[src/rtl/perceptron_scheduler.sv]
// ---------------------------------------------------------------------------
// perceptron_scheduler
// Time-multiplexes one shared perceptron (forward + backward majority gate)
// across NUM_NEURONS neuron slots. An accepted start runs a forward pass and,
// when bwd_en_in was set, a backward pass. One neuron is issued per cycle.
// Results are collected into the layer-wide vectors fwd_out / bwd_out.
//
// Parameters
//   NUM_NEURONS  neuron slots per layer (>=1), 3-bit fan-in per neuron
//   PE_LAT       cycles from driving pe_* to sampling pe_fout/pe_bout (0..3)
//
// Ports
//   clk_in, rst_n_in        clock, asynchronous active-low reset
//   start_in, bwd_en_in     start request (IDLE only) and backward-pass enable
//   fwd_in, ctrl_in, bwd_in layer operands, latched on accepted start
//   pe_fcontrol/pe_fin/pe_bin  drive the shared perceptron
//   pe_fout/pe_bout         perceptron results
//   busy_out, done_out      pass in progress / one-cycle completion pulse
//   fwd_out, bwd_out        per-neuron results, held until next start
//   cycle_cnt_out           busy-cycle counter, present only when
//                           PERCEPTRON_SCHED_CYCLE_CNT_EN is defined
// ---------------------------------------------------------------------------
module perceptron_scheduler #(
    parameter int unsigned NUM_NEURONS = 4,
    parameter int unsigned PE_LAT      = 1
) (
    input  logic                     clk_in,
    input  logic                     rst_n_in,
    input  logic                     start_in,
    input  logic                     bwd_en_in,
    input  logic [3*NUM_NEURONS-1:0] fwd_in,
    input  logic [NUM_NEURONS-1:0]   ctrl_in,
    input  logic [3*NUM_NEURONS-1:0] bwd_in,
    output logic                     pe_fcontrol,
    output logic [2:0]               pe_fin,
    output logic [2:0]               pe_bin,
    input  logic                     pe_fout,
    input  logic                     pe_bout,
    output logic                     busy_out,
    output logic                     done_out,
    output logic [NUM_NEURONS-1:0]   fwd_out,
    output logic [NUM_NEURONS-1:0]   bwd_out
`ifdef PERCEPTRON_SCHED_CYCLE_CNT_EN
    ,
    output logic [15:0]              cycle_cnt_out
`endif
);

    localparam int unsigned IDX_W    = $clog2(NUM_NEURONS) + 1;
    localparam int unsigned DRN_W    = 2;
    localparam int unsigned DRN_LAST = (PE_LAT == 0) ? 0 : PE_LAT - 1;
    localparam int unsigned PIPE_D   = (PE_LAT == 0) ? 1 : PE_LAT;
    localparam int unsigned ENT_W    = IDX_W + 2;   // {valid, is_bwd, index}

    localparam logic [IDX_W-1:0] IDX_LAST = IDX_W'(NUM_NEURONS - 1);

    typedef enum logic [2:0] {
        S_IDLE,
        S_FWD,
        S_FWD_DRAIN,
        S_BWD,
        S_BWD_DRAIN,
        S_DONE
    } state_t;

    state_t                   r_state;
    logic [IDX_W-1:0]         r_idx;
    logic [DRN_W-1:0]         r_dcnt;
    logic                     r_bwd_en;
    logic [3*NUM_NEURONS-1:0] r_fwd;
    logic [NUM_NEURONS-1:0]   r_ctrl;
    logic [3*NUM_NEURONS-1:0] r_bwd;
    logic                     r_pe_fc;
    logic [2:0]               r_pe_fin;
    logic [2:0]               r_pe_bin;
    logic                     r_busy;
    logic                     r_done;
    logic [NUM_NEURONS-1:0]   r_fwd_out;
    logic [NUM_NEURONS-1:0]   r_bwd_out;
    logic [ENT_W-1:0]         r_pipe [PIPE_D];

    state_t                   w_state_nxt;
    logic [IDX_W-1:0]         w_idx_nxt;
    logic [DRN_W-1:0]         w_dcnt_nxt;
    logic                     w_accept;
    logic                     w_busy_nxt;
    logic [3*NUM_NEURONS-1:0] w_fwd_src;
    logic [NUM_NEURONS-1:0]   w_ctrl_src;
    logic [3*NUM_NEURONS-1:0] w_bwd_src;
    logic [2:0]               w_sel_fin;
    logic [2:0]               w_sel_bin;
    logic                     w_sel_fc;
    logic                     w_pe_fc_nxt;
    logic [2:0]               w_pe_fin_nxt;
    logic [2:0]               w_pe_bin_nxt;
    logic [ENT_W-1:0]         w_iss;
    logic [ENT_W-1:0]         w_cap;

    // State register
    always_ff @(posedge clk_in or negedge rst_n_in) begin
        if (!rst_n_in) begin
            r_state <= S_IDLE;
            r_idx   <= '0;
            r_dcnt  <= '0;
        end else begin
            r_state <= w_state_nxt;
            r_idx   <= w_idx_nxt;
            r_dcnt  <= w_dcnt_nxt;
        end
    end

    // Next-state logic and next values of the registered perceptron drive
    always_comb begin
        w_state_nxt  = r_state;
        w_idx_nxt    = r_idx;
        w_dcnt_nxt   = r_dcnt;
        w_accept     = 1'b0;
        w_busy_nxt   = 1'b0;
        w_sel_fin    = '0;
        w_sel_bin    = '0;
        w_sel_fc     = 1'b0;
        w_pe_fc_nxt  = 1'b0;
        w_pe_fin_nxt = '0;
        w_pe_bin_nxt = '0;

        unique case (r_state)
            S_IDLE: begin
                if (start_in) begin
                    w_accept    = 1'b1;
                    w_state_nxt = S_FWD;
                    w_idx_nxt   = '0;
                end
            end
            S_FWD: begin
                if (r_idx == IDX_LAST) begin
                    w_dcnt_nxt = '0;
                    if (PE_LAT != 0) begin
                        w_state_nxt = S_FWD_DRAIN;
                    end else if (r_bwd_en) begin
                        w_state_nxt = S_BWD;
                        w_idx_nxt   = '0;
                    end else begin
                        w_state_nxt = S_DONE;
                    end
                end else begin
                    w_idx_nxt = r_idx + IDX_W'(1);
                end
            end
            S_FWD_DRAIN: begin
                if (r_dcnt == DRN_W'(DRN_LAST)) begin
                    if (r_bwd_en) begin
                        w_state_nxt = S_BWD;
                        w_idx_nxt   = '0;
                    end else begin
                        w_state_nxt = S_DONE;
                    end
                end else begin
                    w_dcnt_nxt = r_dcnt + DRN_W'(1);
                end
            end
            S_BWD: begin
                if (r_idx == IDX_LAST) begin
                    w_dcnt_nxt  = '0;
                    w_state_nxt = (PE_LAT != 0) ? S_BWD_DRAIN : S_DONE;
                end else begin
                    w_idx_nxt = r_idx + IDX_W'(1);
                end
            end
            S_BWD_DRAIN: begin
                if (r_dcnt == DRN_W'(DRN_LAST)) begin
                    w_state_nxt = S_DONE;
                end else begin
                    w_dcnt_nxt = r_dcnt + DRN_W'(1);
                end
            end
            S_DONE: begin
                w_state_nxt = S_IDLE;
            end
            default: begin
                w_state_nxt = S_IDLE;
            end
        endcase

        w_busy_nxt = (w_state_nxt == S_FWD) || (w_state_nxt == S_FWD_DRAIN) ||
                     (w_state_nxt == S_BWD) || (w_state_nxt == S_BWD_DRAIN);

        // Neuron 0 is driven on the accept edge, before the operands are latched
        w_fwd_src  = (r_state == S_IDLE) ? fwd_in  : r_fwd;
        w_ctrl_src = (r_state == S_IDLE) ? ctrl_in : r_ctrl;
        w_bwd_src  = (r_state == S_IDLE) ? bwd_in  : r_bwd;

        for (int n = 0; n < NUM_NEURONS; n++) begin
            if (w_idx_nxt == IDX_W'(n)) begin
                w_sel_fin = w_fwd_src[3*n +: 3];
                w_sel_bin = w_bwd_src[3*n +: 3];
                w_sel_fc  = w_ctrl_src[n];
            end
        end

        if (w_state_nxt == S_FWD) begin
            w_pe_fin_nxt = w_sel_fin;
            w_pe_fc_nxt  = w_sel_fc;
        end
        if (w_state_nxt == S_BWD) begin
            w_pe_bin_nxt = w_sel_bin;
        end
    end

    // Issue descriptor for the neuron driven in the current cycle
    assign w_iss = {(r_state == S_FWD) || (r_state == S_BWD),
                    (r_state == S_BWD),
                    r_idx};
    // With zero latency the result is sampled in its issue cycle
    assign w_cap = (PE_LAT == 0) ? w_iss : r_pipe[PIPE_D-1];

    // Operand latches, perceptron drive, status, latency pipe and result capture
    always_ff @(posedge clk_in or negedge rst_n_in) begin
        if (!rst_n_in) begin
            r_bwd_en  <= 1'b0;
            r_fwd     <= '0;
            r_ctrl    <= '0;
            r_bwd     <= '0;
            r_pe_fc   <= 1'b0;
            r_pe_fin  <= '0;
            r_pe_bin  <= '0;
            r_busy    <= 1'b0;
            r_done    <= 1'b0;
            r_fwd_out <= '0;
            r_bwd_out <= '0;
            for (int i = 0; i < PIPE_D; i++) begin
                r_pipe[i] <= '0;
            end
        end else begin
            r_pe_fc  <= w_pe_fc_nxt;
            r_pe_fin <= w_pe_fin_nxt;
            r_pe_bin <= w_pe_bin_nxt;
            r_busy   <= w_busy_nxt;
            r_done   <= (w_state_nxt == S_DONE);

            if (w_accept) begin
                r_fwd     <= fwd_in;
                r_ctrl    <= ctrl_in;
                r_bwd     <= bwd_in;
                r_bwd_en  <= bwd_en_in;
                r_fwd_out <= '0;
                r_bwd_out <= '0;
            end

            r_pipe[0] <= w_iss;
            for (int i = 1; i < PIPE_D; i++) begin
                r_pipe[i] <= r_pipe[i-1];
            end

            if (w_cap[ENT_W-1]) begin
                for (int n = 0; n < NUM_NEURONS; n++) begin
                    if (w_cap[IDX_W-1:0] == IDX_W'(n)) begin
                        if (w_cap[IDX_W]) begin
                            r_bwd_out[n] <= pe_bout;
                        end else begin
                            r_fwd_out[n] <= pe_fout;
                        end
                    end
                end
            end
        end
    end

`ifdef PERCEPTRON_SCHED_CYCLE_CNT_EN
    logic [15:0] r_cyc_cnt;

    // Busy-cycle counter, saturating, held while idle
    always_ff @(posedge clk_in or negedge rst_n_in) begin
        if (!rst_n_in) begin
            r_cyc_cnt <= '0;
        end else if (w_accept) begin
            r_cyc_cnt <= '0;
        end else if (r_busy && (r_cyc_cnt != 16'hFFFF)) begin
            r_cyc_cnt <= r_cyc_cnt + 16'd1;
        end
    end

    assign cycle_cnt_out = r_cyc_cnt;
`endif

    assign pe_fcontrol = r_pe_fc;
    assign pe_fin      = r_pe_fin;
    assign pe_bin      = r_pe_bin;
    assign busy_out    = r_busy;
    assign done_out    = r_done;
    assign fwd_out     = r_fwd_out;
    assign bwd_out     = r_bwd_out;

endmodule
[config.mk]
export PLATFORM = sky130hd
export DESIGN_NAME = perceptron_scheduler
export DESIGN_NICKNAME = d
export VERILOG_FILES = /design/src/rtl/perceptron_scheduler.sv
export SDC_FILE = /design/constraint.sdc
export NUM_CORES = 1
export LEC_CHECK = 0
export ABC_AREA = 0
export CORE_MARGIN = 2
export CORE_UTILIZATION = 53
export CTS_CLUSTER_SIZE = 30
export DETAILED_ROUTE_END_ITERATION = 10
export PLACE_DENSITY = 0.86
export REMOVE_ABC_BUFFERS = 1
export SYNTH_ARGS = -nofsm -noshare
export SYNTH_HDL_FRONTEND = slang
export SYNTH_SLANG_ARGS = --single-unit
[constraint.sdc]
create_clock -name clk_in -period 2.34 [get_ports clk_in]
set_clock_uncertainty 0.05 [all_clocks]
set_input_delay 0.351 -clock clk_in [delete_from_list [all_inputs] [get_ports clk_in]]
set_output_delay 0.351 -clock clk_in [all_outputs]
set_load 0.01 [all_outputs]
==> results.cfg <==
[setup_path]
cp.arrival_ns = 2.35
path_max_fanout = 7
r2r-end = pe_bin[0]
required_ns = 2.51
worstSetupPathType = reg -> reg
r2r-start = r_idx[1]
reg2reg_depth = 7
start_kind = flip-flop
critPathCaptureType = flip-flop
ff2ff_setup_slack_ns = 0.15

[cells_and_area]
nFillCells = 402
syn_to_final_growth_pct = 27.4
final_cells = 424
layout_common_cells = dfrtp_1 (59), clkdlybuf4s50_1 (49), nand2_1 (46), mux2_2 (29), o21ai_0 (18)
final_common_cell = dfrtp_1
num_antenna_cells = 0
drive_gt1_share_pct = 21.6
fin_nets = 383

[placed_design]
dp_hpwl_um = 4760
io_buffers = 50
dp_cells = 406
gp_congestion = 0.834

[clock_tree]
h-tree-depth = 3
cts_made_buffers = 9
clock_latency_ns = 0.34
cts_tree = done
cts_root_buf = clkbuf_8
cts.sinks = 59
clk_pin_slew_worst_paths_ns = 0.07
clock_path_buffers = 2

[floorplan]
dieArea_mm2 = 0.00633
num_rows = 27
io_pins = 51
die-height_um = 79.6
core_mm2 = 0.00551
die_w_um = 79.6
start_util_pct = 54.9

[drt]
via_count = 2427
drt_iter0_markers = 90
vias_per_cell = 5.72
wl_per_cell_um = 15.4
drt_pass1_iterations = 4
postRouteAntennaNets = 0
drc = 0
wirelength_um = 6530

[timing]
fin_crit_sh_pct = 93.4
grt_setup_unrepaired = false
setup_viol = 0
period_minus_slack_ns = 2.19
finalHoldViolCount = 0
fmax_mhz = 458
tightest_slew_ns = 0.707
slew_headroom_pct = 52.1
slew_violations = 0

[grt]
grt_pass1_wl_um = 10800
antenna_found_initial = 0
grt_max_degree = 34
grt_use_total_pct = 22.2
grt_pass1_vias = 2270
grt.overflow.total = 0

[hold_path]
min_path_type = reg -> reg
min_from = r_idx[1]
whs_path_depth = 0
hold_end = r_pipe[1]

[synthesis]
yosys.area.top_type = dfrtp_1
synth_area_leaders = dfrtp_1 (49%), mux2_2 (11%), nand2_1 (5.7%)
synth_edf_count = 0
yosys_warnings = 0
ys.flop_type = dfrtp_1
postSynthAreaPerCell_um2 = 10.5
ys_types = 47
syn_inst = 287
yosysSeqAreaShare_pct = 48.8
synth_seq_cells = 59
async_flop_share_pct = 100
yosysTopAreaCellShare_pct = 48.8
synthesis.area_mm2 = 0.00303

[job]
maxCapViolCount = 0

[power]
p_int_mw = 3.32
swShare_pct = 40.0
power_mw = 5.53
seqPwrFrac_pct = 32.2
p_per_area_mw_per_mm2 = 1440
leakage_nw = 1.63
p_clk_share_pct = 14.6
max-vdd-ir-drop_v = 0.000679
p_sw_mw = 2.21
p_comb_share_pct = 53.2

[outcome]
status = completed
==> cell usage after synthesis (2+ instances only) <==
library cell   n
clkbuf_1       6
nor4_1         7
o21a_1         2
nor3_4         2
nor2b_1        3
mux2i_1       17
a32oi_1        6
a221oi_1       6
nor2_1         6
mux2_2        29
o211ai_1       2
nand2_1       46
o21ai_0       18
and2_1         2
dfrtp_1       59
o22ai_1        4
inv_1          7
a31oi_1        2
nand3_1       10
a21oi_1        5
nand4_1        5
ha_1           2
a31o_2         7
nand2b_1       5
buf_2          7
==> flip-flops by register name, summed over array words and instances (netlist names) <==
| name | count |
|---|---|
| r_bwd_en | 1 |
| bwd_out | 4 |
| r_pipe | 5 |
| busy_out | 1 |
| pe_bin | 3 |
| done_out | 1 |
| r_ctrl | 4 |
| r_bwd | 12 |
| fwd_out | 4 |
| pe_fcontrol | 1 |
| pe_fin | 3 |
| r_state | 3 |
| r_dcnt | 2 |
| r_fwd | 12 |
| r_idx | 3 |
==> layer usage <==
metal / share of wire, % / up-vias / GRT usage (%) / wire length, um
li1: - / 1183 / - / -
met1: 46 / 1177 / 29.4 / 2980
met2: 49 / 55 / 34.9 / 3170
met3: 4.1 / 12 / 6.22 / 268
met4: 1.7 / 0 / 8.45 / 109
met5: 0 / - / 0 / 0
==> worst max path at each step <==
stage                    start   endpoint  slack, ns  cells past startpoint
floorplan           r_state[0]   r_bwd[0]      -0.39                      3
global placement      start_in  pe_bin[1]       0.17                      7
detailed placement    start_in  pe_bin[0]       0.08                      6
CTS                   r_idx[1]  pe_bin[0]       0.12                      7
global route         r_dcnt[0]  pe_bin[0]      0.008                      7
finish                r_idx[1]  pe_bin[0]       0.15                      7
==> worst max-delay path, cell delays in order, from the launching register on <==
cell and delay [ns]:
dfrtp_1 0.44, ha_2 0.28, nand2b_1 0.16, o21ai_2 0.35, nor3_4 0.11, buf_4 0.16
a31o_2 0.19, a221oi_1 0.33
==> final cells by class <==
type                    count  area [um^2]  area share [%]
inverters                   8         30.0           0.779
well taps                  72         90.1            2.34
clock buffers              10          138            3.57
clock inverters             6         41.3            1.07
flip-flops and latches     59         1480            38.3
repair buffers             64          628            16.3
multi-input cells         205         1450            37.6
==> power groups by stage <==
stage | clock network [mW] | registers [mW] | logic (mW)
after floorplan | 0 | 1.82 | 1.87
after global placement | 0 | 1.76 | 2.78
after detailed placement | 0 | 1.79 | 2.88
after CTS | 0.836 | 1.78 | 2.89
after global routing | 0.885 | 1.84 | 3.21
final | 0.809 | 1.78 | 2.94
==> per-stage QoR <==
stage / utilization (%) / setup slack, ns / area [um^2] / TNS (ns) / hold slack [ns]
5_1_grt: 70.0 / 0.00807 / 3850 / 0 / 0.471
2_1_floorplan: - / -0.394 / 2950 / -13.34 / 0.00541
6_report: 70.0 / 0.154 / 3850 / 0 / 0.450
3_5_place_dp: 66.3 / 0.0825 / 3650 / 0 / 0.366
4_1_cts: 69.8 / 0.125 / 3840 / 0 / 0.445
3_3_place_gp: 66.3 / 0.171 / 3650 / 0 / 0.352
==> repair_timing <==
item / CTS / global route
gates resized for setup: 0 / 3
hold buffers: 1 / 0
endpoints found under the hold margin: 1 / 0
buffers inserted: 0 / 1
endpoints found under the setup margin: 0 / 6
==> logic make-up after synthesis <==
| group | Yosys count | synth area share [%] |
|---|---|---|
| AOI/OAI and AO/OA | 60 | 14.1 |
| xor gates and xnor gates | 2 | 0.579 |
| adders and majority gates | 2 | 0.827 |
| buffers and inverters | 23 | 3.43 |
| DFF | 59 | 48.8 |
| muxes | 46 | 16.4 |
| and+or+nand+nor | 95 | 15.9 |
Note: power is estimated with default switching activity, not from simulation.
